`src/rtl/prim_arb_req_stage.sv`:
```
// prim_arb_req_stage: per-port FIFOs feeding a round-robin arbiter, with occupancy, starvation watchdog and grant error flags
module prim_arb_req_stage #(
    parameter int N       = 4,
    parameter int DW      = 32,
    parameter int Depth   = 2,
    parameter int MaxWait = 16,
    parameter int CntW    = $clog2(Depth + 1),
    parameter int WaitW   = $clog2(MaxWait + 1)
) (
    input  logic                     clk_i,
    input  logic                     rst_i,
    input  logic [N-1:0]             valid_i,
    output logic [N-1:0]             ready_o,
    input  logic [DW-1:0]            data_i [N],
    output logic [N-1:0]             req_o,
    output logic [DW-1:0]            data_o [N],
    input  logic [N-1:0]             gnt_i,
    output logic [N-1:0][CntW-1:0]   cnt_o,
    output logic [N-1:0]             stall_o,
    input  logic                     stall_clr_i,
    output logic                     gnt_err_o
);
    localparam int PtrW = (Depth > 1) ? $clog2(Depth) : 1;

    logic [DW-1:0]    mem_q [N][Depth];
    logic [DW-1:0]    mem_d [N][Depth];
    logic [PtrW-1:0]  wr_q [N], wr_d [N], rd_q [N], rd_d [N];
    logic [CntW-1:0]  cnt_q [N], cnt_d [N];
    logic [WaitW-1:0] wait_q [N], wait_d [N];
    logic [N-1:0]     stall_q, stall_d, push, pop, pend;
    logic             gnt_err_q, gnt_err_d;

    function automatic logic [PtrW-1:0] nxt(input logic [PtrW-1:0] p);
        return (p == PtrW'(Depth - 1)) ? '0 : p + 1'b1;
    endfunction

    always_comb begin
        mem_d   = mem_q;
        wr_d    = wr_q;
        rd_d    = rd_q;
        cnt_d   = cnt_q;
        wait_d  = wait_q;
        stall_d = stall_q;
        push    = '0;
        pop     = '0;
        pend    = '0;
        for (int i = 0; i < N; i++) begin
            ready_o[i] = cnt_q[i] != CntW'(Depth);
            req_o[i]   = cnt_q[i] != '0;
            data_o[i]  = req_o[i] ? mem_q[i][rd_q[i]] : '0;
            cnt_o[i]   = cnt_q[i];
            push[i]    = valid_i[i] && ready_o[i];
            pop[i]     = gnt_i[i] && req_o[i];
            pend[i]    = req_o[i] && !gnt_i[i];
            if (push[i]) begin
                mem_d[i][wr_q[i]] = data_i[i];
                wr_d[i]           = nxt(wr_q[i]);
            end
            if (pop[i]) rd_d[i] = nxt(rd_q[i]);
            cnt_d[i]   = cnt_q[i] + CntW'(push[i]) - CntW'(pop[i]);
            wait_d[i]  = !pend[i] ? '0 :
                         (wait_q[i] == WaitW'(MaxWait)) ? wait_q[i] : wait_q[i] + 1'b1;
            // set takes priority over a same-cycle clear
            stall_d[i] = (pend[i] && wait_d[i] == WaitW'(MaxWait)) || (stall_q[i] && !stall_clr_i);
        end
        gnt_err_d = gnt_err_q || |(gnt_i & ~req_o) || ($countones(gnt_i) > 1);
        stall_o   = stall_q;
        gnt_err_o = gnt_err_q;
    end

    always_ff @(posedge clk_i) begin
        if (rst_i) begin
            for (int i = 0; i < N; i++) begin
                wr_q[i]   <= '0;
                rd_q[i]   <= '0;
                cnt_q[i]  <= '0;
                wait_q[i] <= '0;
            end
            stall_q   <= '0;
            gnt_err_q <= 1'b0;
        end else begin
            mem_q     <= mem_d;
            wr_q      <= wr_d;
            rd_q      <= rd_d;
            cnt_q     <= cnt_d;
            wait_q    <= wait_d;
            stall_q   <= stall_d;
            gnt_err_q <= gnt_err_d;
        end
    end
endmodule
```
`config.mk`:
```
export PLATFORM = sky130hd
export DESIGN_NAME = prim_arb_req_stage
export DESIGN_NICKNAME = d
export VERILOG_FILES = /design/src/rtl/prim_arb_req_stage.sv
export SDC_FILE = /design/constraint.sdc
export NUM_CORES = 1
export LEC_CHECK = 0
export ABC_AREA = 1
export CAP_MARGIN = 20
export CORE_UTILIZATION = 31
export CTS_CLUSTER_DIAMETER = 100
export DETAILED_ROUTE_END_ITERATION = 12
export PLACE_DENSITY = 0.51
export RECOVER_POWER = 25
export SLEW_MARGIN = 40
export SYNTH_ARGS = -nofsm -noshare
export SYNTH_HDL_FRONTEND = slang
export SYNTH_SLANG_ARGS = --single-unit
```
`constraint.sdc`:
```
create_clock -name clk_i -period 8.25 [get_ports clk_i]
set_input_delay 0.825 -clock clk_i [delete_from_list [all_inputs] [get_ports clk_i]]
set_output_delay 0.825 -clock clk_i [all_outputs]
set_load 0.05 [all_outputs]
```
==> results of run 1 <==
[layer usage]
layer / up-vias / part of all wire [%] / global-route usage, %
met1: 3783 / 41 / 18.5
met2: 226 / 48 / 25.0
met5: - / 0.074 / 0
met4: 4 / 2.9 / 6.60
li1: 3978 / - / -
met3: 57 / 7.8 / 5.40
[tightest hold or removal path, delay by kind of cell (launching register included)]
family | cells | cell delay, ns
AND/OR/NAND/NOR | 2 | 0.11
flip-flops | 1 | 0.31
[cell usage after synthesis]
cell	instances	area [um2]
clkbuf_1	4	15.0
nor4_1	2	12.5
nor3_1	6	30.0
a21oi_1	142	711
edfxtp_1	256	7690
buf_2	27	135
xor2_1	3	26.3
or2_4	2	17.5
nand2_1	312	1170
nand3_1	24	120
dfxtp_1	41	821
and2_1	1	6.26
a31oi_1	1	6.26
fa_1	1	20.0
nand3b_1	1	7.51
nor2_1	39	146
nand2_4	2	22.5
inv_1	51	191
nor2_4	7	78.8
nor2_2	5	31.3
o21ai_0	9	45.0
o21ai_1	1	5.00
xnor2_1	6	52.6
inv_2	1	3.75
ha_1	16	200
o22ai_1	1	6.26
buf_4	13	97.6
nand4_1	5	31.3
[report_power, final]
group          leakage (nW)  internal (mW)  switching (mW)
clock                 0.542          0.901           0.586
sequential             2.68           1.79          0.0591
combinational          2.65          0.819            1.90
total                  5.87           3.51            2.55
[layout make-up]
type | instances | share of cell area, %
Tap cell | 504 | 3.87
Clock buffer | 47 | 5.83
Sequential cell | 297 | 52.2
Antenna cell | 5 | 0.0767
Multi-Input combinational cell | 586 | 17.0
Timing Repair Buffer | 306 | 18.9
Inverter | 52 | 1.20
Clock inverter | 15 | 0.905
[stage by stage]
step | area, um2 | instances
5_1_grt | 16300 | 1809
3_5_place_dp | 15200 | 1744
4_1_cts | 16300 | 1806
6_report | 16300 | 1812
3_3_place_gp | 15100 | 1740
2_1_floorplan | 11700 | 979
[final timing paths]
path / start / to / depth (start not counted)
max: rd_q[0] / data_o[30] / 5
min reg2reg: stall_o[1] / stall_o[1] / 2
min: stall_o[1] / stall_o[1] / 2
max reg2reg: cnt_o[4] / mem_q[70] / 4
[kinds of logic (layout without fill, tap and decap cells)]
kind of cell,Yosys count,after routing,synth area share [%]
adder cells (fa/ha/maj),17,17,1.88
buffers and inverters,96,420,3.79
AND/OR/NAND/NOR,406,406,14.3
XOR/XNOR,9,9,0.674
other,0,5,0
flip-flops,297,297,72.7
AO/OA/AOI/OAI,154,154,6.61
[state kept, by name (all words and copies together), names as in the netlist]
register	count
mem_q	256
wait_q	20
cnt_o	8
rd_q	4
stall_o	4
wr_q	4
gnt_err_o	1
==> flow_summary.json, run 1 <==
{
  "outcome": "completed",
  "criticalPathCategory": "flip-flop to primary output",
  "dieArea_mm2": 0.0385,
  "worst_pin_slew_ns": 0.616,
  "synth_area_per_cell_um2": 11.9,
  "num_rows": 70,
  "power.density_mw_per_mm2": 371,
  "grt_overflow": 0,
  "ir_drop_mv": 0.188,
  "drc": 0,
  "fin_crit_sh_pct": 42.2,
  "crit_family": "buffers and inverters",
  "fin_nets": 1434,
  "first_pass_iters": 5,
  "tritoncts": "done",
  "track_usage_pct": 15.4,
  "grt_pass1_wl_um": 45300,
  "num_io_pins": 288,
  "crit_buf_inv": 3,
  "port_buffers": 287,
  "cts.clk_slew.worst_paths_ns": 0.06,
  "crit_path_cell_trace": "buf_4 > inv_2 > nand2_1 > a21oi_1 > clkdlybuf4s50_1",
  "avgRoutedWirePerCell_um": 16.5,
  "antenna_found_initial": 6,
  "cts_max_path_buffers": 3,
  "finalHoldViolations": 0,
  "fmax_ghz": 0.287,
  "numCtsBuffers": 35,
  "initial_utilization_pct": 31.7,
  "die_x_um": 196,
  "drt_iter0_drc": 310,
  "yosysUniqueCellTypes": 28,
  "cp-end-kind": "primary output",
  "final.setup.tns_ns": 0,
  "postRouteAntennaNets": 0,
  "synthToLayoutAreaGrowth_pct": 39.4,
  "finClkSkew_ns": 0.0206,
  "cts_hold_buffers": 0,
  "ys_seq_elements": 297,
  "maxCapViolCount": 0,
  "syn_nets": 1135,
  "clk_latency_ns": 0.53,
  "multi_input_area_mm2": 0.00278,
  "vias_per_cell": 4.44,
  "hp-class": "flip-flop to flip-flop",
  "core_mm2": 0.0369,
  "gp_congestion": 0.764,
  "fp.dieH_um": 196,
  "grt_pass1_vias": 8025,
  "cp_slowest_stage_delay_ns": 0.83,
  "post-cts-setup-buffers": 0,
  "total_power_mw": 6.05,
  "htree_levels": 2,
  "num_vias": 8048,
  "cts_root_buf": "clkbuf_16",
  "cts-resized-gates": 0,
  "seqCellArea_mm2": 0.00851,
  "p_leak_nw": 5.87,
  "setup_slack_ns": 4.77,
  "final_cell_mix": "nand2_1 (312), edfxtp_1 (256), clkdlybuf4s50_1 (199)",
  "slowest_stage": "clkdlybuf4s50_1",
  "required_ns": 7.42,
  "grt_max_degree": 36,
  "cts.sinks": 297,
  "ys_warn_count": 0,
  "nFillCells": 3436,
  "ys_seq_area_share_pct": 72.7,
  "setup_viol": 0,
  "fin_crit_ns": 3.48,
  "routed_wl_um": 29800,
  "relSlewSlack_pct": 58.9,
  "synth_area_mm2": 0.0117,
  "critPathLaunchType": "flip-flop",
  "final_common_cell": "nand2_1",
  "pre_cts_ws_ns": 5.02,
  "rsz0062_at_grt": "no",
  "crit_arrival_ns": 2.65,
  "fin_util_pct": 44.2,
  "reg2reg_slack_ns": 6.27,
  "drive_above_1_share_pct": 7.29,
  "dp_hpwl_um": 19600,
  "netlist_instances": 979,
  "crit_fanout": 35,
  "fin_hold_ws_ns": 0.455,
  "finalMaxSlewViolations": 0
}
(Power assumes the default switching activity.)
==> run 2, diff against run 1 <==
==> constraint.sdc (replaced) <==
create_clock -name clk_i -period 3.3 [get_ports clk_i]
set_input_delay 0.33 -clock clk_i [delete_from_list [all_inputs] [get_ports clk_i]]
set_output_delay 0.33 -clock clk_i [all_outputs]
set_load 0.05 [all_outputs]
==> run 2 against run 1 <==
Net effect: clock power grew to 2.5 times the previous value; final cell count is 0.11% lower; sequential cell count stayed put; sequential power is 150% higher; die area stayed put; wire length is 4.3% lower; first-iteration DRC count is 13% lower; worst hold slack worse by 0.18 ns; clock skew is 0.012 ns lower; count of clock-buffer cells in the layout is 3 higher; final area is 1.5% lower; critical path depth is 1 lower; largest cell class unchanged.
==> flow_summary.json, run 2 (synthesis results as in run 1) <==
{
  "combPwrFrac_pct": 43.7,
  "vias_per_cell": 4.38,
  "dieArea_mm2": 0.0385,
  "final_common_cell": "nand2_1",
  "final_cell_mix": "nand2_1 (312), edfxtp_1 (256), a21oi_1 (142)",
  "drive_above_1_share_pct": 14.6,
  "cts_max_path_buffers": 3,
  "grt_overflow": 0,
  "tritoncts": "done",
  "fmax_ghz": 0.360,
  "switchingPower_mw": 6.31,
  "drc": 0,
  "cts_root_buf": "clkbuf_16",
  "cts-resized-gates": 0,
  "initial_utilization_pct": 31.7,
  "fin_nets": 1435,
  "ir_drop_mv": 0.418,
  "num_io_pins": 288,
  "gp_congestion": 0.744,
  "drt_iter0_drc": 269,
  "track_usage_pct": 14.9,
  "antenna_found_initial": 4,
  "swShare_pct": 42.5,
  "finalMaxSlewViolations": 0,
  "cts.clk_slew.worst_paths_ns": 0.05,
  "clkPwrFrac_pct": 25.2,
  "place_area_mm2": 0.0149,
  "outcome": "completed",
  "maxCapViolCount": 0,
  "relSlewSlack_pct": 53.4,
  "final.setup.tns_ns": 0,
  "hp-class": "primary input to flip-flop",
  "finalHoldViolations": 0,
  "cts_hold_buffers": 0,
  "fin_crit_sh_pct": 84.1,
  "num_vias": 7922,
  "finClkSkew_ns": 0.00832,
  "grt_pass1_wl_um": 44700,
  "total_power_mw": 14.8,
  "htree_levels": 2,
  "critPathLaunchType": "flip-flop",
  "die_x_um": 196,
  "p_seq_share_pct": 31.1,
  "worst_pin_slew_ns": 0.697,
  "rsz0062_at_grt": "no",
  "setup_viol": 0,
  "port_buffers": 287,
  "regMostFlops": "mem_q",
  "fin_area_mm2": 0.0161,
  "power.density_mw_per_mm2": 923,
  "num_rows": 70,
  "fin_crit_ns": 2.77,
  "cp-end-kind": "primary output",
  "core_mm2": 0.0369,
  "avgRoutedWirePerCell_um": 15.8,
  "cts.sinks": 297,
  "synthToLayoutAreaGrowth_pct": 37.3,
  "p_leak_nw": 6.02,
  "first_pass_iters": 6,
  "crit_arrival_ns": 2.44,
  "crit_fanout": 28,
  "postRouteAntennaNets": 0,
  "fp.dieH_um": 196,
  "criticalPathCategory": "flip-flop to primary output",
  "required_ns": 2.97,
  "numCtsBuffers": 35,
  "largest_register_ffs": 256,
  "clk_latency_ns": 0.50,
  "dp_hpwl_um": 18800,
  "routed_wl_um": 28600,
  "p_int_mw": 8.52,
  "post-cts-setup-buffers": 0,
  "grt_max_degree": 36,
  "grt_pass1_vias": 8089
}
## run 2: changes by cell type in the layout (fill, tap and decap cells not counted), moves of 3 or more
cell / previous run / this run
nor3_4: 0 / 4
nor2_4: 7 / 10
nor2_2: 9 / 6
clkinvlp_4: 0 / 3
clkinv_2: 6 / 2
buf_4: 14 / 116
buf_16: 3 / 0
clkdlybuf4s50_1: 199 / 101
diode_2: 5 / 2
clkbuf_1: 9 / 12
nor3_2: 4 / 0
## run 2: final cells by class
type / count / area, um2
Fill cell: 3434 / 20800
Inverter: 52 / 195
Multi-Input combinational cell: 586 / 2820
Timing Repair Buffer: 307 / 2780
Antenna cell: 2 / 5.00
Tap cell: 504 / 631
Sequential cell: 297 / 8510
Clock buffer: 50 / 985
Clock inverter: 12 / 143
## run 2: worst paths after layout
path,start,to,slack (ns),cells after the start
max,cnt_o[5],data_o[35],0.53,4
min,rst_i,wait_q[13],0.28,2
max reg2reg,cnt_o[5],cnt_o[5],1.18,8
min reg2reg,stall_o[2],stall_o[2],0.45,2
## run 2: worst max-delay path, stage by stage, from the launching register on
cell             delay (ns)
dfxtp_1                0.34
nor2_4                 0.57
buf_4                  0.29
a21oi_1                0.06
clkdlybuf4s50_1        0.70
## run 2: power groups by stage
| stage | Clock [mW] | Sequential (mW) | Combinational, mW |
|---|---|---|---|
| 6_report | 3.73 | 4.61 | 6.49 |
| 5_1_grt | 4.00 | 4.65 | 6.93 |
| 4_1_cts | 3.87 | 4.62 | 6.62 |
| 3_5_place_dp | 0 | 4.69 | 6.60 |
| 3_3_place_gp | 0 | 4.68 | 6.59 |
| 2_1_floorplan | 0 | 4.82 | 4.28 |
## run 2: metrics by stage
stage               std cells  setup slack [ns]  util [%]  hold slack [ns]
floorplan                 979             0.121         -            0.407
global placement         1746              1.05      40.5            0.442
detailed placement       1746             0.991      40.5            0.449
CTS                      1808             0.450      43.5            0.262
global route             1809             0.373      43.6            0.286
finish                   1810             0.526      43.6            0.280
## run 2: layer usage
layer  track usage [%]  wire length [um]  vias up
li1                  -                 -     3960
met1              19.5             12700     3683
met2              23.4             12900      226
met3              4.68              2170       49
met4              4.86               688        4
met5                 0                23        -
==> run 3, diff against run 2 <==
--- a/config.mk
+++ b/config.mk
@@ -10,7 +10,7 @@
 export CORE_UTILIZATION = 31
 export CTS_CLUSTER_DIAMETER = 100
 export DETAILED_ROUTE_END_ITERATION = 12
-export PLACE_DENSITY = 0.51
+export PLACE_DENSITY = 0.53
 export RECOVER_POWER = 25
 export SLEW_MARGIN = 40
 export SYNTH_ARGS = -nofsm -noshare
==> constraint.sdc (replaced) <==
create_clock -name clk_i -period 2.5 [get_ports clk_i]
set_input_delay 0.25 -clock clk_i [delete_from_list [all_inputs] [get_ports clk_i]]
set_output_delay 0.25 -clock clk_i [all_outputs]
set_load 0.05 [all_outputs]
==> run 3 against run 2 <==
Net effect: sequential cell count did not move; non-clock buffer count rose by 6; worst setup slack got worse by 0.28 ns; highest routed layer unchanged; die area did not move; global-route usage rose by 0.052 points; worst hold slack got worse by 0.048 ns.
==> flow_summary.json, run 3 (synthesis results as in run 1) <==
{
  "grt_overflow": 0,
  "relSlewSlack_pct": 58.5,
  "finalMaxSlewViolations": 0,
  "drc": 0,
  "p_leak_nw": 6.09,
  "die_x_um": 196,
  "core_mm2": 0.0369,
  "numCtsBuffers": 35,
  "cp_slowest_stage_delay_ns": 0.87,
  "num_rows": 70,
  "grt_max_degree": 34,
  "final.setup.tns_ns": 0,
  "drt_iter0_drc": 339,
  "antenna_found_initial": 5,
  "finalHoldViolations": 0,
  "fin_hold_ws_ns": 0.232,
  "worst_pin_slew_ns": 0.621,
  "initial_utilization_pct": 31.7,
  "fin_crit_ns": 2.26,
  "avgRoutedWirePerCell_um": 16.1,
  "final_common_cell": "nand2_1",
  "regMostFlops": "mem_q",
  "num_vias": 7979,
  "vias_per_cell": 4.40,
  "crit_fanout": 4,
  "ir_drop_mv": 0.782,
  "dp_hpwl_um": 19300,
  "rsz0062_at_grt": "no",
  "cp-end-kind": "primary output",
  "cts-resized-gates": 0,
  "crit_buf_inv": 2,
  "fin_nets": 1441,
  "cts_root_buf": "clkbuf_16",
  "gp_congestion": 0.745,
  "hp-class": "primary input to flip-flop",
  "slowest_stage": "clkdlybuf4s50_1",
  "nFillCells": 3422,
  "grt_pass1_vias": 7871,
  "largest_register_ffs": 256,
  "drive_above_1_share_pct": 17.8,
  "critPathLaunchType": "flip-flop",
  "post-cts-setup-buffers": 0,
  "outcome": "completed",
  "crit_arrival_ns": 2.01,
  "postRouteAntennaNets": 0,
  "crit_family": "buffers and inverters",
  "grt_pass1_wl_um": 44500,
  "cts_hold_buffers": 0,
  "criticalPathCategory": "flip-flop to primary output",
  "routed_wl_um": 29300,
  "port_buffers": 287,
  "maxCapViolCount": 0,
  "first_pass_iters": 4,
  "clk_latency_ns": 0.51,
  "setup_viol": 0,
  "finClkSkew_ns": 0.0182,
  "num_io_pins": 288,
  "fmax_ghz": 0.443,
  "power.density_mw_per_mm2": 1220,
  "fp.dieH_um": 196,
  "dieArea_mm2": 0.0385,
  "htree_levels": 2,
  "final_cell_mix": "nand2_1 (310), edfxtp_1 (256), buf_4 (152)",
  "fin_crit_sh_pct": 90.3,
  "tritoncts": "done",
  "synthToLayoutAreaGrowth_pct": 36.7,
  "cts.sinks": 297,
  "cts.clk_slew.worst_paths_ns": 0.06,
  "crit_path_cell_trace": "inv_1 > nand2_1 > clkdlybuf4s50_1",
  "track_usage_pct": 15.0,
  "cts_max_path_buffers": 3,
  "required_ns": 2.25
}
## run 3: changes by cell type in the layout (fill, tap and decap cells not counted), moves of 3 or more
cell,before,now
buf_4,116,152
clkdlybuf4s50_1,101,70
clkinv_2,2,6
nor2_2,6,9
nor2_4,10,7
## run 3: final cells by class
| type | instances | area, um2 | area share [%] |
|---|---|---|---|
| Sequential cell | 297 | 8510 | 53.2 |
| Multi-Input combinational cell | 586 | 2810 | 17.6 |
| Timing Repair Buffer | 313 | 2770 | 17.3 |
| Clock buffer | 49 | 991 | 6.20 |
| Tap cell | 504 | 631 | 3.94 |
| Inverter | 52 | 195 | 1.22 |
| Clock inverter | 10 | 78.8 | 0.493 |
| Antenna cell | 3 | 7.51 | 0.0470 |
## run 3: worst paths after layout
check	start	endpoint	slack, ns	cells after the start
setup / recovery	cnt_o[3]	req_o[1]	0.24	3
hold / removal	rst_i	cnt_o[6]	0.23	2
setup reg to reg	cnt_o[5]	cnt_o[5]	0.80	9
hold reg to reg	stall_o[1]	stall_o[1]	0.45	2
## run 3: per-stage QoR
step / power (mW) / util, % / std cells / cell area (um2) / setup WS, ns
after floorplan: 12.0 / - / 979 / 11800 / 0.0638
after global placement: 14.9 / 40.4 / 1752 / 14900 / 0.527
after detailed placement: 14.9 / 40.4 / 1752 / 14900 / 0.505
after CTS: 19.7 / 43.3 / 1811 / 16000 / 0.204
after global routing: 20.3 / 43.4 / 1813 / 16000 / 0.145
final: 19.4 / 43.4 / 1814 / 16000 / 0.243
## run 3: power breakdown
group | total [mW] | switching (mW) | leakage, nW | internal (mW)
combinational | 8.55 | 6.31 | 2.89 | 2.24
clock | 4.76 | 1.90 | 0.522 | 2.86
sequential | 6.12 | 0.221 | 2.68 | 5.90
total | 19.4 | 8.43 | 6.09 | 11.0
## run 3: routing by layer
layer / GRT usage [%] / up-vias / wire length [um]
met1: 18.8 / 3737 / 12600
met4: 4.63 / 4 / 630
met3: 5.14 / 47 / 2300
met5: 0 / - / 20
met2: 24.2 / 219 / 13700
li1: - / 3972 / -
## run 3: worst register-to-register path: stages, from the launching register on
cell and delay (ns):
dfxtp_1 0.40, inv_1 0.09, or2_4 0.26, nand2_4 0.09, ha_1 0.23, inv_1 0.05
ha_1 0.14, xnor2_1 0.14, o21ai_0 0.10, a21oi_1 0.13
